File: config.mk
export PLATFORM = sky130hd
export DESIGN_NAME = syncfifo_prog
export DESIGN_NICKNAME = d
export VERILOG_FILES = /design/src/rtl/syncfifo_pkg.sv /design/src/rtl/syncfifo_ram.sv /design/src/rtl/syncfifo_prog.sv
export SDC_FILE = /design/constraint.sdc
export NUM_CORES = 1
export LEC_CHECK = 0
export BUFFER_PORTS_ARGS = -buffer_cell sky130_fd_sc_hd__buf_2
export CORE_MARGIN = 5
export CORE_UTILIZATION = 40
export CTS_CLUSTER_DIAMETER = 60
export DETAILED_ROUTE_END_ITERATION = 7
export HOLD_SLACK_MARGIN = 0.15
export SLEW_MARGIN = 0
export SYNTH_ARGS = -nofsm -noshare
export SYNTH_HDL_FRONTEND = slang
export SYNTH_SLANG_ARGS = --single-unit
File: constraint.sdc
create_clock -name clk -period 6.9 [get_ports clk]
set_input_delay 1.38 -clock clk [delete_from_list [all_inputs] [get_ports clk]]
set_output_delay 1.38 -clock clk [all_outputs]
set_load 0.02 [all_outputs]
File: src/rtl/syncfifo_pkg.sv
// syncfifo_pkg: read-mode encodings shared by the FIFO and its users
package syncfifo_pkg;
    localparam int FIFO_MODE_REG  = 0;
    localparam int FIFO_MODE_FWFT = 1;
endpackage

File: src/rtl/syncfifo_ram.sv
// syncfifo_ram: WIDTH x 2^DEPTH simple dual-port storage, registered read port, no reset
// ports: clk; we/wa/wd write port; re/ra read enable/address; rq registered read data
module syncfifo_ram #(
    parameter int WIDTH = 8,
    parameter int DEPTH = 5
) (
    input  logic             clk,
    input  logic             we,
    input  logic [DEPTH-1:0] wa,
    input  logic [WIDTH-1:0] wd,
    input  logic             re,
    input  logic [DEPTH-1:0] ra,
    output logic [WIDTH-1:0] rq
);
    logic [WIDTH-1:0] mem [2**DEPTH];
    always_ff @(posedge clk) begin
        if (we) mem[wa] <= wd;
        if (re) rq <= mem[ra];
    end
endmodule

File: src/rtl/syncfifo_prog.sv
// syncfifo_prog: synchronous FIFO with programmable almost-full/almost-empty and sticky error flags
// ports: clk; rst async active-low; wd/we write; re read, rd read data; ful/aful/emp/aemp status;
//        cnt word count; afull_th/aemp_th thresholds; ovf/udf sticky errors, err_clr clears them
module syncfifo_prog
    import syncfifo_pkg::*;
#(
    parameter int WIDTH = 8,
    parameter int DEPTH = 5,
    parameter int FWFT  = FIFO_MODE_REG
) (
    input  logic             clk,
    input  logic             rst,
    input  logic [WIDTH-1:0] wd,
    input  logic             we,
    input  logic             re,
    output logic [WIDTH-1:0] rd,
    output logic             ful,
    output logic             aful,
    output logic             emp,
    output logic             aemp,
    output logic [DEPTH:0]   cnt,
    input  logic [DEPTH:0]   afull_th,
    input  logic [DEPTH:0]   aemp_th,
    output logic             ovf,
    output logic             udf,
    input  logic             err_clr
);
    localparam logic [DEPTH:0] CAP = {1'b1, {DEPTH{1'b0}}};
    localparam bit IS_FWFT = (FWFT == FIFO_MODE_FWFT);
    logic [DEPTH-1:0] wptr, rptr, rptr_nx;
    logic [DEPTH:0]   cnt_nx;
    logic             wr_ok, rd_ok, rd_v, byp_v;
    logic [WIDTH-1:0] byp_q, ram_q;
    assign wr_ok   = we & ~ful;
    assign rd_ok   = re & ~emp;
    assign rptr_nx = rptr + DEPTH'(rd_ok);
    assign cnt_nx  = cnt + (DEPTH+1)'(wr_ok) - (DEPTH+1)'(rd_ok);
    // FWFT prefetches the next head every edge; a word written into the head slot
    // on that same edge is not yet visible in the RAM, so it is forwarded from byp_q.
    // rd_v keeps rd at zero until the first word has been presented since reset.
    assign rd = !rd_v ? '0 : (IS_FWFT && byp_v) ? byp_q : ram_q;
    always_ff @(posedge clk or negedge rst) begin
        if (!rst) begin
            wptr  <= '0;
            rptr  <= '0;
            cnt   <= '0;
            ful   <= 1'b0;
            emp   <= 1'b1;
            aful  <= 1'b0;
            aemp  <= 1'b1;
            ovf   <= 1'b0;
            udf   <= 1'b0;
            rd_v  <= 1'b0;
            byp_v <= 1'b0;
        end else begin
            wptr  <= wptr + DEPTH'(wr_ok);
            rptr  <= rptr_nx;
            cnt   <= cnt_nx;
            ful   <= cnt_nx == CAP;
            emp   <= cnt_nx == '0;
            aful  <= cnt_nx >= afull_th;
            aemp  <= cnt_nx <= aemp_th;
            ovf   <= (we & ful) | (ovf & ~err_clr);
            udf   <= (re & emp) | (udf & ~err_clr);
            rd_v  <= rd_v | (IS_FWFT ? wr_ok : rd_ok);
            byp_v <= wr_ok & (wptr == rptr_nx);
        end
    end
    always_ff @(posedge clk) begin
        if (wr_ok) byp_q <= wd;
    end
    syncfifo_ram #(.WIDTH(WIDTH), .DEPTH(DEPTH)) u_ram (
        .clk(clk),
        .we (wr_ok),
        .wa (wptr),
        .wd (wd),
        .re (IS_FWFT ? 1'b1 : rd_ok),
        .ra (IS_FWFT ? rptr_nx : rptr),
        .rq (ram_q)
    );
endmodule
==> flow_metrics.tcl <==
set metrics [dict create \
    outcome "complete, no violations" \
    cp_common_cell "inv_1" \
    numCtsBuffers 28 \
    core_mm2 0.0287 \
    maxSlewViolCount 0 \
    clock-sinks 287 \
    setup.worst_path.start_class "input port" \
    holdBufCountCts 0 \
    max_freq_ghz 0.246 \
    clk_latency_ns 0.53 \
    overflow 0 \
    cts.repair.resized 0 \
    grt_pass1_wl_um 36400 \
    p_comb_frac 0.322 \
    grt_pass1_vias 5935 \
    synth_ff_type "edfxtp_1" \
    cap_violations 0 \
    crit_path_max_fanout 10 \
    layout.nets 716 \
    vias_per_cell 5.37 \
    power_switching_uw 1800 \
    die-area_mm2 0.0325 \
    final_util 0.453 \
    globalplace.congestion 0.889 \
    synth_fp_nets 667 \
    p_per_area_mw_per_mm2 422 \
    grtUsageTotal 0.144 \
    area_growth_pct 12.0 \
    seq_area_frac_synth 0.733 \
    synth_warnings 0 \
    die_h_um 180 \
    slew_headroom 0.223 \
    ioPinCount 45 \
    internal_power_uw 3690 \
    seqPwrFrac 0.422 \
    drive_gt1_frac 0.189 \
    crit_slowest_cell "fa_1" \
    num_rows 62 \
    firstDrtPassIters 5 \
    finalHoldViolations 0 \
    synth-async-reset-ratio 0.0801 \
    p_leak_uw 0.00443 \
    vdd_drop_max_v 0.000308 \
    hpwl_um 15300 \
    n_antenna_cell 0 \
    whs_ns 0.537 \
    grt_max_degree 60 \
    finalSetupViolCount 0 \
    fin_crit_sh 0.588 \
    clk_pin_slew_ns 0.06 \
    drt_iter0_markers 492 \
    antenna_found_initial 0 \
    wire_per_inst_um 22.4 \
    wl_um 24000 \
    tns_ns 0 \
    critPathRequiredTime_ns 7.30 \
    hp-class "flop to flop" \
    synth_edf_count 264 \
    die_x_um 180 \
    cts_tree "yes" \
    ant_nets 0 \
    remaining_drc_errors 0 \
    path_cells "buf_2, nand2b_1, inv_1, nand2_1, nand2_1, ha_1, inv_1, fa_1, inv_1, a21o_1, a21oi_1, xnor2_1, ha_1, a21oi_1, o21ai_0, maj3_1" \
    root_buffer "clkbuf_16" \
    swShare 0.328 \
    synth_cell_type_count 40 \
    post-cts-setup-buffers 0 \
    syn_area_per_cell_um2 18.7 \
    final.min_clock_period_ns 4.06 \
    cts.path.max_buffers 3 \
    critPathArrivalTime_ns 4.46 \
    worst_path_largest_cell_delay_ns 0.43 \
    power_frac_clock 0.255 \
    htreeDepth 1 \
    worst_slew_pin_slew_ns 1.16 \
    rsz0062_at_grt "false" \
    initial_core_util 0.404 \
    vias 5764 \
    skew_ns 0.0102 \
    cp-end-kind "flop" \
    path_class "input port to flop" \
    ys_ff_latch 287 \
    port_buffers 44 \
    syn-cell-area_mm2 0.0116 \
    syn_inst 622 \
]
==> worst max-delay path: cells and delay by family <==
kind,cells,cell delay [ns]
XOR/XNOR,1,0.42
adder cells (fa/ha/maj),4,1.30
buffers and inverters,4,0.60
AND/OR/NAND/NOR,3,0.38
AO/OA/AOI/OAI,4,0.37
==> stage by stage <==
stage / power, uW / cell area [um2] / cells / setup WS (ns)
5_1_grt: 5780 / 13000 / 1073 / 2.60
3_3_place_gp: 4080 / 12200 / 1025 / 2.39
6_report: 5480 / 13000 / 1073 / 2.84
2_1_floorplan: 3620 / 11600 / 622 / 2.89
4_1_cts: 5550 / 13000 / 1073 / 2.84
3_5_place_dp: 4150 / 12200 / 1025 / 2.28
==> power groups by stage <==
stage          Clock [uW]  Combinational [uW]  Sequential (uW)
6_report             1400                1770             2310
5_1_grt              1510                1920             2350
4_1_cts              1430                1800             2320
3_5_place_dp            0                1800             2350
3_3_place_gp            0                1730             2350
2_1_floorplan           0                1370             2250
==> cells in the mapped netlist (5+ instances only) <==
cell | instances | area, um2
dfrtp_1 | 21 | 526
o22ai_1 | 8 | 50.1
mux4_2 | 39 | 878
nand3b_1 | 5 | 37.5
mux2i_1 | 48 | 480
xnor2_1 | 11 | 96.3
nand3_1 | 7 | 35.0
buf_2 | 5 | 25.0
nor2_1 | 59 | 221
and2_1 | 9 | 56.3
mux4_1 | 9 | 236
a21oi_1 | 7 | 35.0
nand2_1 | 9 | 33.8
edfxtp_1 | 264 | 7930
buf_4 | 5 | 37.5
o221ai_1 | 8 | 70.1
a211oi_1 | 9 | 67.6
ha_1 | 19 | 238
clkbuf_1 | 15 | 56.3
inv_1 | 24 | 90.1
==> state kept, by name (all words and copies together), names as in the netlist <==
| signal | cells |
|---|---|
| aemp | 1 |
| aful | 1 |
| cnt | 6 |
| emp | 1 |
| ful | 1 |
| ovf | 1 |
| rd_v | 1 |
| rptr | 5 |
| u_ram.mem | 256 |
| u_ram.rq | 8 |
| udf | 1 |
| wptr | 5 |
==> final cells by class <==
type	instances	area, um2
Multi-Input combinational cell	283	2840
Tap cell	384	480
Clock buffer	37	756
Clock inverter	11	75.1
Inverter	24	90.1
Sequential cell	287	8510
Fill cell	2483	15700
Timing Repair Buffer	47	243
==> kinds of logic (layout without fill, tap and decap cells) <==
| kind of cell | count (synthesis) | in the layout | synth area share |
|---|---|---|---|
| DFF | 287 | 287 | 0.733 |
| and+or+nand+nor | 103 | 103 | 0.0412 |
| muxes | 96 | 96 | 0.138 |
| buffers and inverters | 52 | 119 | 0.0217 |
| AOI/OAI and AO/OA | 50 | 50 | 0.0335 |
| adders and majority gates | 21 | 21 | 0.0231 |
| xor gates and xnor gates | 13 | 13 | 0.00981 |
==> final timing paths <==
path / cells past startpoint / startpoint / slack [ns] / to
max: 16 / re / 2.84 / aful$_DFF_PN0_
min: 2 / ful$_DFF_PN0_ / 0.54 / ovf$_DFF_PN0_
max reg2reg: 15 / emp$_DFF_PN1_ / 3.35 / aful$_DFF_PN0_
min reg2reg: 2 / ful$_DFF_PN0_ / 0.54 / ovf$_DFF_PN0_
max in group asynchronous: 1 / rst / 5.67 / rptr[0]$_DFF_PN0_
min in group asynchronous: 1 / rst / 0.83 / cnt[1]$_DFF_PN0_
==> metal layers <==
layer	up-vias	GRT usage	share of wire
met3	34	0.0275	0.061
met4	0	0.0299	0.017
met5	-	0	0
met2	178	0.228	0.48
li1	2566	-	-
met1	2986	0.211	0.44
==> cells in the final DEF, fill, tap and decap left out, types with 11 or more instances in the layout <==
cell type and n:
mux4_2 39, mux2i_1 48, nor2_1 59, clkbuf_16 29, edfxtp_1 264, inv_1 24
dfrtp_1 19, buf_2 44, xnor2_1 11, ha_1 19
No activity file was read; power rests on OpenSTA's default activity.
